$ cat config.mk
export PLATFORM = sky130hd
export DESIGN_NAME = pipe_ctrl
export DESIGN_NICKNAME = d
export VERILOG_FILES = /design/src/rtl/pipe_pkg.sv /design/src/rtl/hazard_fwd_unit.sv /design/src/rtl/pipe_ctrl.sv
export SDC_FILE = /design/constraint.sdc
export NUM_CORES = 1
export LEC_CHECK = 0
export ABC_AREA = 0
export BUFFER_PORTS_ARGS = -buffer_cell sky130_fd_sc_hd__buf_4
export CAP_MARGIN = 20
export CORE_UTILIZATION = 40
export DETAILED_ROUTE_END_ITERATION = 7
export PLACE_DENSITY = 0.74
export SLEW_MARGIN = 10
export SYNTH_ARGS = -nofsm -noshare
export SYNTH_HDL_FRONTEND = slang
export SYNTH_SLANG_ARGS = --single-unit
$ cat constraint.sdc
create_clock -name clk -period 2.65 [get_ports clk]
set_clock_uncertainty 0.15 [all_clocks]
set_input_delay 0.265 -clock clk [delete_from_list [all_inputs] [get_ports clk]]
set_output_delay 0.265 -clock clk [all_outputs]
set_load 0.02 [all_outputs]
$ cat src/rtl/pipe_pkg.sv
// Shared types for the five-stage pipeline controller:
// FSM states, forwarding-select codes and the per-stage shadow tag.
package pipe_pkg;

  typedef enum logic [1:0] {
    ST_IDLE  = 2'd0,
    ST_RUN   = 2'd1,
    ST_DRAIN = 2'd2
  } state_e;

  localparam logic [1:0] FWD_RF    = 2'b00;
  localparam logic [1:0] FWD_EXMEM = 2'b01;
  localparam logic [1:0] FWD_MEMWB = 2'b10;

  // Wide enough for any register-file address this core will use.
  localparam int TAG_DST_W = 8;

  typedef struct packed {
    logic                 valid;
    logic [TAG_DST_W-1:0] dst;
    logic                 reg_write;
    logic                 mem_read;
  } tag_t;

  function automatic logic tag_hit(
    input tag_t                 t,
    input logic [TAG_DST_W-1:0] a
  );
    return t.valid & t.reg_write & (t.dst == a);
  endfunction

endpackage

$ cat src/rtl/hazard_fwd_unit.sv
// Load-use hazard detection and operand forwarding selects for
// every source operand of the instruction sitting in ID.
module hazard_fwd_unit
  import pipe_pkg::*;
#(
  parameter int REG_ADDR_W = 3,
  parameter int NUM_SRC    = 2,
  parameter int FWD_EN     = 1
) (
  input  logic                          id_valid,
  input  logic [NUM_SRC*REG_ADDR_W-1:0] src_addr,
  input  logic [NUM_SRC-1:0]            src_used,
  input  tag_t                          ex_tag,
  input  tag_t                          mem_tag,
  input  tag_t                          wb_tag,
  output logic                          lu,
  output logic [2*NUM_SRC-1:0]          fwd_sel
);

  logic [TAG_DST_W-1:0] src;
  logic                 hit_ex;
  logic                 hit_mem;
  logic                 hit_wb;
  logic                 unused_tags;

  assign unused_tags = ^{mem_tag.mem_read, wb_tag.mem_read};

  always_comb begin
    lu      = 1'b0;
    fwd_sel = {NUM_SRC{FWD_RF}};
    src     = '0;
    hit_ex  = 1'b0;
    hit_mem = 1'b0;
    hit_wb  = 1'b0;
    for (int i = 0; i < NUM_SRC; i++) begin
      src     = TAG_DST_W'(src_addr[i*REG_ADDR_W +: REG_ADDR_W]);
      hit_ex  = id_valid & src_used[i] & tag_hit(ex_tag, src);
      hit_mem = id_valid & src_used[i] & tag_hit(mem_tag, src);
      hit_wb  = id_valid & src_used[i] & tag_hit(wb_tag, src);
      if (hit_ex && ex_tag.mem_read) lu = 1'b1;
      // Without forwarding every in-flight producer blocks ID.
      if (FWD_EN == 0) begin
        if (hit_ex || hit_mem || hit_wb) lu = 1'b1;
      end else if (hit_ex && !ex_tag.mem_read) begin
        fwd_sel[2*i +: 2] = FWD_EXMEM;
      end else if (hit_mem) begin
        fwd_sel[2*i +: 2] = FWD_MEMWB;
      end
    end
  end

endmodule

$ cat src/rtl/pipe_ctrl.sv
// Pipeline controller: stage valid bits, shadow tags, register
// enables, flush/bubble, stalls, forwarding and retire counting.
module pipe_ctrl
  import pipe_pkg::*;
#(
  parameter int REG_ADDR_W = 3,
  parameter int NUM_SRC    = 2,
  parameter int FWD_EN     = 1,
  parameter int CNT_W      = 32
) (
  input  logic                          clk,
  input  logic                          rst,
  input  logic                          start,
  input  logic                          halt,
  input  logic                          fetch_valid,
  input  logic [NUM_SRC*REG_ADDR_W-1:0] id_src_addr,
  input  logic [NUM_SRC-1:0]            id_src_used,
  input  logic [REG_ADDR_W-1:0]         id_dst_addr,
  input  logic                          id_reg_write,
  input  logic                          id_mem_read,
  input  logic                          branch_taken,
  input  logic                          ext_stall,
  output logic                          pc_en,
  output logic                          ifid_en,
  output logic                          idex_en,
  output logic                          exmem_en,
  output logic                          memwb_en,
  output logic                          ifid_flush,
  output logic                          idex_bubble,
  output logic [2*NUM_SRC-1:0]          fwd_sel,
  output logic [3:0]                    stage_valid,
  output logic                          wb_reg_write,
  output logic [REG_ADDR_W-1:0]         wb_dst_addr,
  output logic                          busy,
  output logic [CNT_W-1:0]              retire_count
);

  state_e           state_q;
  state_e           state_d;
  logic             id_valid_q;
  logic             id_valid_d;
  tag_t             ex_q;
  tag_t             ex_d;
  tag_t             mem_q;
  tag_t             mem_d;
  tag_t             wb_q;
  tag_t             wb_d;
  logic [CNT_W-1:0] cnt_q;
  logic [CNT_W-1:0] cnt_d;
  logic             active;
  logic             adv;
  logic             fetching;
  logic             lu;
  logic             ex_take;

  assign active   = (state_q != ST_IDLE);
  assign adv      = active & ~ext_stall;
  assign fetching = (state_q == ST_RUN) & fetch_valid & ~halt;
  assign ex_take  = id_valid_q & ~lu & ~branch_taken;

  assign stage_valid  = {wb_q.valid, mem_q.valid,
                         ex_q.valid, id_valid_q};
  assign wb_reg_write = wb_q.valid & wb_q.reg_write;
  assign wb_dst_addr  = wb_q.dst[REG_ADDR_W-1:0];
  assign busy         = active;
  assign retire_count = cnt_q;

  hazard_fwd_unit #(
    .REG_ADDR_W (REG_ADDR_W),
    .NUM_SRC    (NUM_SRC),
    .FWD_EN     (FWD_EN)
  ) u_hfu (
    .id_valid (id_valid_q),
    .src_addr (id_src_addr),
    .src_used (id_src_used),
    .ex_tag   (ex_q),
    .mem_tag  (mem_q),
    .wb_tag   (wb_q),
    .lu       (lu),
    .fwd_sel  (fwd_sel)
  );

  always_ff @(posedge clk or posedge rst) begin
    if (rst) begin
      state_q <= ST_IDLE;
    end else begin
      state_q <= state_d;
    end
  end

  always_comb begin
    state_d = state_q;
    if (!ext_stall) begin
      unique case (state_q)
        ST_IDLE: begin
          if (start && !halt) state_d = ST_RUN;
        end
        ST_RUN: begin
          if (halt) state_d = ST_DRAIN;
        end
        ST_DRAIN: begin
          if (stage_valid == 4'b0000) state_d = ST_IDLE;
        end
        default: state_d = ST_IDLE;
      endcase
    end
  end

  always_comb begin
    pc_en       = 1'b0;
    ifid_en     = 1'b0;
    idex_en     = 1'b0;
    ifid_flush  = 1'b0;
    idex_bubble = 1'b0;
    exmem_en    = adv;
    memwb_en    = adv;
    if (adv) begin
      if (branch_taken) begin
        pc_en       = 1'b1;
        ifid_en     = 1'b1;
        idex_en     = 1'b1;
        ifid_flush  = 1'b1;
        idex_bubble = 1'b1;
      end else if (lu) begin
        idex_en     = 1'b1;
        idex_bubble = 1'b1;
      end else begin
        pc_en   = 1'b1;
        ifid_en = 1'b1;
        idex_en = 1'b1;
      end
    end
  end

  always_comb begin
    id_valid_d = id_valid_q;
    ex_d       = ex_q;
    mem_d      = mem_q;
    wb_d       = wb_q;
    cnt_d      = cnt_q + CNT_W'(wb_q.valid & ~ext_stall);
    if (adv) begin
      wb_d           = mem_q;
      mem_d          = ex_q;
      ex_d.valid     = ex_take;
      ex_d.dst       = TAG_DST_W'(id_dst_addr);
      ex_d.reg_write = id_reg_write & ex_take;
      ex_d.mem_read  = id_mem_read & ex_take;
      // A stalled ID keeps its instruction; a branch kills it.
      if (branch_taken) begin
        id_valid_d = 1'b0;
      end else if (!lu) begin
        id_valid_d = fetching;
      end
    end
  end

  always_ff @(posedge clk or posedge rst) begin
    if (rst) begin
      id_valid_q <= 1'b0;
      ex_q       <= '0;
      mem_q      <= '0;
      wb_q       <= '0;
      cnt_q      <= '0;
    end else begin
      id_valid_q <= id_valid_d;
      ex_q       <= ex_d;
      mem_q      <= mem_d;
      wb_q       <= wb_d;
      cnt_q      <= cnt_d;
    end
  end

endmodule

=== Word level (Yosys, flattened, before mapping) ===
Cells that the tools add are included.

* Word-level logic and storage cells: 83
* Output and inout port bits: 52
* Bits of input ports: 20
* Register bits after elaboration: 51

* Muxes and demuxes: 21
* Bitwise operators: 26
* Eq/ne operators: 10
* Reduce and logical (&&, ||, !) cells: 12
* $add $sub $neg: 1

{| class="wikitable"
|+ Operators by type and width
! operator !! number
|-
| 32-bit adder || 1
|-
| 1-bit by 32-bit AND with 32-bit output || 1
|-
| 1-bit inverter with 32-bit output || 1
|-
| 1-bit AND || 20
|-
| 2-bit two-way mux || 7
|-
| 1-bit two-way mux || 13
|-
| 3-bit == test || 4
|-
| 2-bit inequality test, second input constant || 4
|-
| 2-bit case mux with 3 select lines || 1
|-
| 1-bit logical AND || 5
|-
| 4-bit logical NOT || 1
|-
| 1-bit inverter || 4
|-
| 4-bit AND reduction || 1
|-
| 2-bit by 1-bit == test with 1-bit output, second input constant || 1
|-
| 2-bit == test, second input constant || 1
|-
| 1-bit logical NOT || 2
|-
| 2-bit logical NOT || 1
|-
| 2-bit AND reduction || 1
|-
| 2-bit nonzero test || 1
|}

=== Longest topological paths before layout ===
* Depth after elaboration: 10
* Mapped depth: 8
* Mapped depth without buffers: 8

=== Cells and area by module ===
A second synthesis with hierarchy kept.

* Cell total of the unflattened synthesis: 269
* Area, all modules: 2637.5 sq um

{| class="wikitable"
|+ Modules (own cells, without submodules)
! module !! seq. area each (sq um) !! cells each !! area each (sq um) !! instances
|-
| pipe_ctrl || 1326.3 || 239 || 2413.6 || 1
|-
| hazard_fwd_unit || 0.0 || 30 || 224.0 || 1
|}

=== Worst setup path before layout ===
OpenSTA, ideal clock, no wires.

* Path type: reg2out
* From: register state_q[0]
* To: output port idex_en
* Buffers on the path: 3
* Arrival time: 1728 ps
* Required time: 2235 ps
* Stages on the path, launching flop included: 7
* Setup slack: 507 ps
* Cells stage by stage: dfrtp_1 or2_2 nand2b_1 buf_2 clkinv_1 clkbuf_1 buf_4

* Word-level cells in the longest chain between the ends: 3

{| class="wikitable"
|+ RTL lines
! what !! line !! RTL
|-
| start: declaration || pipe_ctrl.sv:38 || <nowiki>state_e state_q;</nowiki>
|-
| start signal: assignment || pipe_ctrl.sv:87 || <nowiki>state_q <= state_d;</nowiki>
|-
| 2-bit nonzero test || pipe_ctrl.sv:56 || <nowiki>assign active = (state_q != ST_IDLE);</nowiki>
|-
| net busy || pipe_ctrl.sv:34 || <nowiki>output logic busy,</nowiki>
|-
| 1-bit AND || pipe_ctrl.sv:57 || <nowiki>assign adv = active & ~ext_stall;</nowiki>
|-
| net exmem_en || pipe_ctrl.sv:26 || <nowiki>output logic exmem_en,</nowiki>
|-
| 1-bit two-way mux || pipe_ctrl.sv:117 || <nowiki>if (adv) begin</nowiki>
|-
| end: declaration || pipe_ctrl.sv:25 || <nowiki>output logic idex_en,</nowiki>
|}

The timed path passes the listed nets, and every way through them passes these cells.

=== Final worst setup path ===
* From: register ex_q[4] (netlist bit)
* To: output port ifid_en

* Word-level cells in the longest chain between the ends: 9
* Elaborated cells on any way between the ends: 13
* Classes of those cells: 2 x eq/ne; 5 x mux; 4 x bitwise; 2 x reduce/logical

{| class="wikitable"
|+ RTL lines
! what !! line !! RTL
|-
| start: declaration || pipe_ctrl.sv:42 || <nowiki>tag_t ex_q;</nowiki>
|-
| start signal: assignment || pipe_ctrl.sv:160 || <nowiki>ex_q <= '0;</nowiki>
|-
| start signal: assignment || pipe_ctrl.sv:166 || <nowiki>ex_q <= ex_d;</nowiki>
|-
| 3-bit == test || pipe_pkg.sv:29 || <nowiki>return t.valid & t.reg_write & (t.dst == a);</nowiki>
|-
| 1-bit AND || pipe_pkg.sv:29 ||
|-
| 1-bit AND || hazard_fwd_unit.sv:37 || <nowiki>hit_ex = id_valid & src_used[i] & tag_hit(ex_tag, src);</nowiki>
|-
| 1-bit logical AND || hazard_fwd_unit.sv:40 || <nowiki>if (hit_ex && ex_tag.mem_read) lu = 1'b1;</nowiki>
|-
| 1-bit two-way mux || hazard_fwd_unit.sv:40 ||
|-
| 1-bit two-way mux * || hazard_fwd_unit.sv:40 ||
|-
| 1-bit two-way mux * || pipe_ctrl.sv:124 || <nowiki>end else if (lu) begin</nowiki>
|-
| 1-bit two-way mux * || pipe_ctrl.sv:118 || <nowiki>if (branch_taken) begin</nowiki>
|-
| 1-bit two-way mux * || pipe_ctrl.sv:117 ||
|-
| end: declaration || pipe_ctrl.sv:24 || <nowiki>output logic ifid_en,</nowiki>
|}

Mark *: on every way between the ends. The rest lies on a longest branch, timed or not.

==> impl_metrics.csv <==
group,metric,value,unit
worst_setup_path,cp-end-kind,"primary output",
finish,fin_nets,345,
worst_setup_path,crit_required,2.24,ns
placed_design,port_buffers,71,
clock_tree,postCtsSetupBuffers,0,
routing,ant_nets,0,
routing,post_drt_wl_per_cell,13.15,um
finish,register_area,0.001276,mm2
routing,vias_per_cell,4.902,
timing,fin_setup_tns,0,ns
logic_synthesis,ys_types,36,
floorplan,die_h,80.86,um
timing,fin_crit_sh,88.80,%
floorplan,dieArea,0.006538,mm2
worst_setup_path,critPathMaxStageDelay,0.44,ns
floorplan,core,0.005956,mm2
grt,grt_usage,17.45,%
clock_tree,cts_resized,0,
timing,max_freq,0.4249,GHz
timing,whs,-0.03794,ns
logic_synthesis,synth_edf_count,0,
floorplan,ios,72,
finish,synthToLayoutAreaGrowth,27.87,%
logic_synthesis,synth_area_leaders,"dfrtp_1, xnor2_1, nand2_1, xor2_1, buf_4",
finish,fin_util,53.40,%
clock_tree,h-tree-depth,2,
timing,finalCriticalPeriod,2.353,ns
grt,gr-total-overflow,0,
routing,drtPass1Iterations,4,
floorplan,die_x,80.86,um
power_and_ir_drop,power,0.001963,W
flow_run,maxCapViolations,0,
worst_setup_path,critPathKind,"flip-flop to primary output",
timing,tightest_slew,0.6439,ns
logic_synthesis,yosys.area.top_type,"dfrtp_1",
timing,final_max_slew_viol_count,0,
floorplan,rows,28,
logic_synthesis,synth_nets,277,
worst_setup_path,cp-start-kind,"flip-flop",
routing,finalWirelength,5.247,mm
power_and_ir_drop,p_leak,1.634,nW
clock_tree,cts_made_buffers,5,
routing,drc_errors,0,
logic_synthesis,synth-main-ff-cell,"dfrtp_1",
power_and_ir_drop,combPwrFrac,19.5,%
timing,rsz0062_at_grt,"no",
finish,drive_gt1_share,27.47,%
floorplan,initial_core_util,41.76,%
logic_synthesis,netlist.area_leader.share,51.31,%
clock_tree,clk_latency,0.31,ns
finish,fill_cells,558,
logic_synthesis,ys_seq_area_share,51.31,%
grt,grt_max_degree,52,
power_and_ir_drop,p_clk_share,32.3,%
hold_path,hold_class,"input port to asynchronous set/reset pin",
routing,vias,1956,
grt,antenna_found_initial,0,
power_and_ir_drop,switching_share,28.32,%
clock_tree,cts_tree,"done",
worst_setup_path,worst_path_max_delay_cell,"dfrtp_1",
logic_synthesis,ys_warn_count,0,
finish,multi_input_area,0.001079,mm2
worst_setup_path,cp_cell_sequence,"xnor2_1 -> nand4_1 -> a211o_1 -> o21ai_0 -> inv_1 -> buf_4",
power_and_ir_drop,p_per_area,617.2,mW/mm2
power_and_ir_drop,p_switching,0.0005560,W
run_status,outcome,"complete, but fails checks",
placed_design,gp_congestion,0.8509,
power_and_ir_drop,p_seq_share,48.2,%
timing,setup_viol,0,
logic_synthesis,async_flop_share,100.0,%
power_and_ir_drop,cellInternalPower,0.001407,W
clock_tree,numClockSinks,51,
finish,diodes,0,
power_and_ir_drop,ir_drop,0.3212,mV
routing,drtIter0Drc,99,
logic_synthesis,synth-seq-cells,51,
grt,grt_pass1_vias,1930,
timing,report.final.hold_viol_count,24,
logic_synthesis,synth.avg_cell_area,9.754,um2
logic_synthesis,mappedNetlistArea,0.002487,mm2
clock_tree,clkTransAtPathRegs,0.10,ns
grt,grt_first_pass_wirelength,8.852,mm
timing,maxSlewHeadroom,57.08,%
worst_setup_path,crit_fanout,4,
clock_tree,cts_root_buf,"clkbuf_8",
worst_setup_path,cp.arrival,1.94,ns
run_status,violations,"hold timing",
logic_synthesis,synthCells,255,
clock_tree,cts_hold_buffers,1,
clock_tree,clk_path_buf_depth,2,
placed_design,dp_hpwl,3.898,mm
[per-layer routing]
layer,global-route usage (%),routed length [um],vias to the layer above
met3,3.146,198,9
met4,5.893,96,0
met2,28.66,2581,41
met1,23.17,2370,950
met5,0,0,-
li1,-,-,956
[cell usage after synthesis, types with 2 or more instances]
library cell / count
and2_1: 4
and3_1: 2
buf_4: 10
dfrtp_1: 51
ha_1: 2
inv_1: 8
nand2_1: 53
nand3_1: 15
nand4_1: 10
nor2_1: 20
nor2b_1: 3
nor3_1: 8
nor4_1: 2
o21ai_0: 4
or3_1: 2
xnor2_1: 26
xor2_1: 16
[logic make-up (layout without fill, tap and decap cells)]
group	after synthesis	after routing	synth area share, %
flops	51	51	51.31
buf+inv	23	92	5.331
simple gates	129	129	25.45
compound gates	8	8	2.113
xor+xnor	42	42	14.79
fa+ha+maj	2	2	1.006
[layout make-up]
type / instances / area share (%)
multi-input combinational: 181 / 33.91
timing repair buffer: 75 / 17.78
clock inverter: 2 / 1.888
tap: 75 / 2.950
clock buffer: 6 / 2.282
inverter: 9 / 1.062
sequential: 51 / 40.13
[cells in the final DEF, fill, tap and decap left out, types with 2 or more instances in the layout]
| cell type | count |
|---|---|
| xnor2_1 | 26 |
| nor2b_1 | 3 |
| bufinv_16 | 2 |
| nor3_1 | 8 |
| nand3_1 | 15 |
| dfrtp_1 | 51 |
| inv_1 | 7 |
| buf_4 | 74 |
| and2_1 | 4 |
| clkbuf_8 | 5 |
| or3_1 | 2 |
| xor2_1 | 16 |
| ha_1 | 2 |
| nand4_1 | 10 |
| and3_1 | 2 |
| o21ai_0 | 4 |
| nand2_1 | 53 |
| nor2_1 | 20 |
| nor4_1 | 2 |
[metrics by stage]
| step | area (um2) | cells | setup slack (ns) | hold WS (ns) |
|---|---|---|---|---|
| finish | 3181 | 399 | 0.2967 | -0.03794 |
| global route | 3181 | 399 | 0.2058 | 0.01047 |
| CTS | 3181 | 399 | 0.3014 | 0.001908 |
| detailed placement | 3038 | 390 | 0.4739 | 0.3067 |
| global placement | 3038 | 390 | 0.5459 | 0.3086 |
| floorplan | 2487 | 255 | 0.5072 | 0.2204 |
[critical path, delay by kind of cell (launching register included)]
kind | cells | cell delay [ns]
AOI/OAI and AO/OA | 2 | 0.57
xor gates and xnor gates | 1 | 0.23
buffers and inverters | 2 | 0.25
DFF | 1 | 0.44
and+or+nand+nor | 1 | 0.15
[final timing paths]
path	from	endpoint	slack, ns	cells past startpoint
setup / recovery	ex_q[4]	ifid_en	0.30	6
hold / removal	rst	retire_count[27]	-0.04	3
setup reg to reg	stage_valid[3]	retire_count[22]	0.48	7
hold reg to reg	retire_count[31]	retire_count[31]	0.33	1
max in group asynchronous	rst	wb_dst_addr[1]	1.93	3
min in group clk	id_dst_addr[2]	ex_q[4]	0.01	3
[power groups by stage]
stage / Sequential [W] / Combinational (W) / Clock [W]
4_1_cts: 0.000946 / 0.000389 / 0.000647
5_1_grt: 0.000962 / 0.000427 / 0.000672
6_report: 0.000945 / 0.000383 / 0.000635
2_1_floorplan: 0.000953 / 0.000265 / 0
3_3_place_gp: 0.000957 / 0.000377 / 0
3_5_place_dp: 0.000960 / 0.000388 / 0
[registers in the layout, indices dropped and copies added (netlist names)]
signal	flops
wb_dst_addr	3
mem_q	4
retire_count	32
id_valid_q	1
stage_valid	3
wb_q	1
ex_q	5
state_q	2
Note: power is estimated with default switching activity, not from simulation.
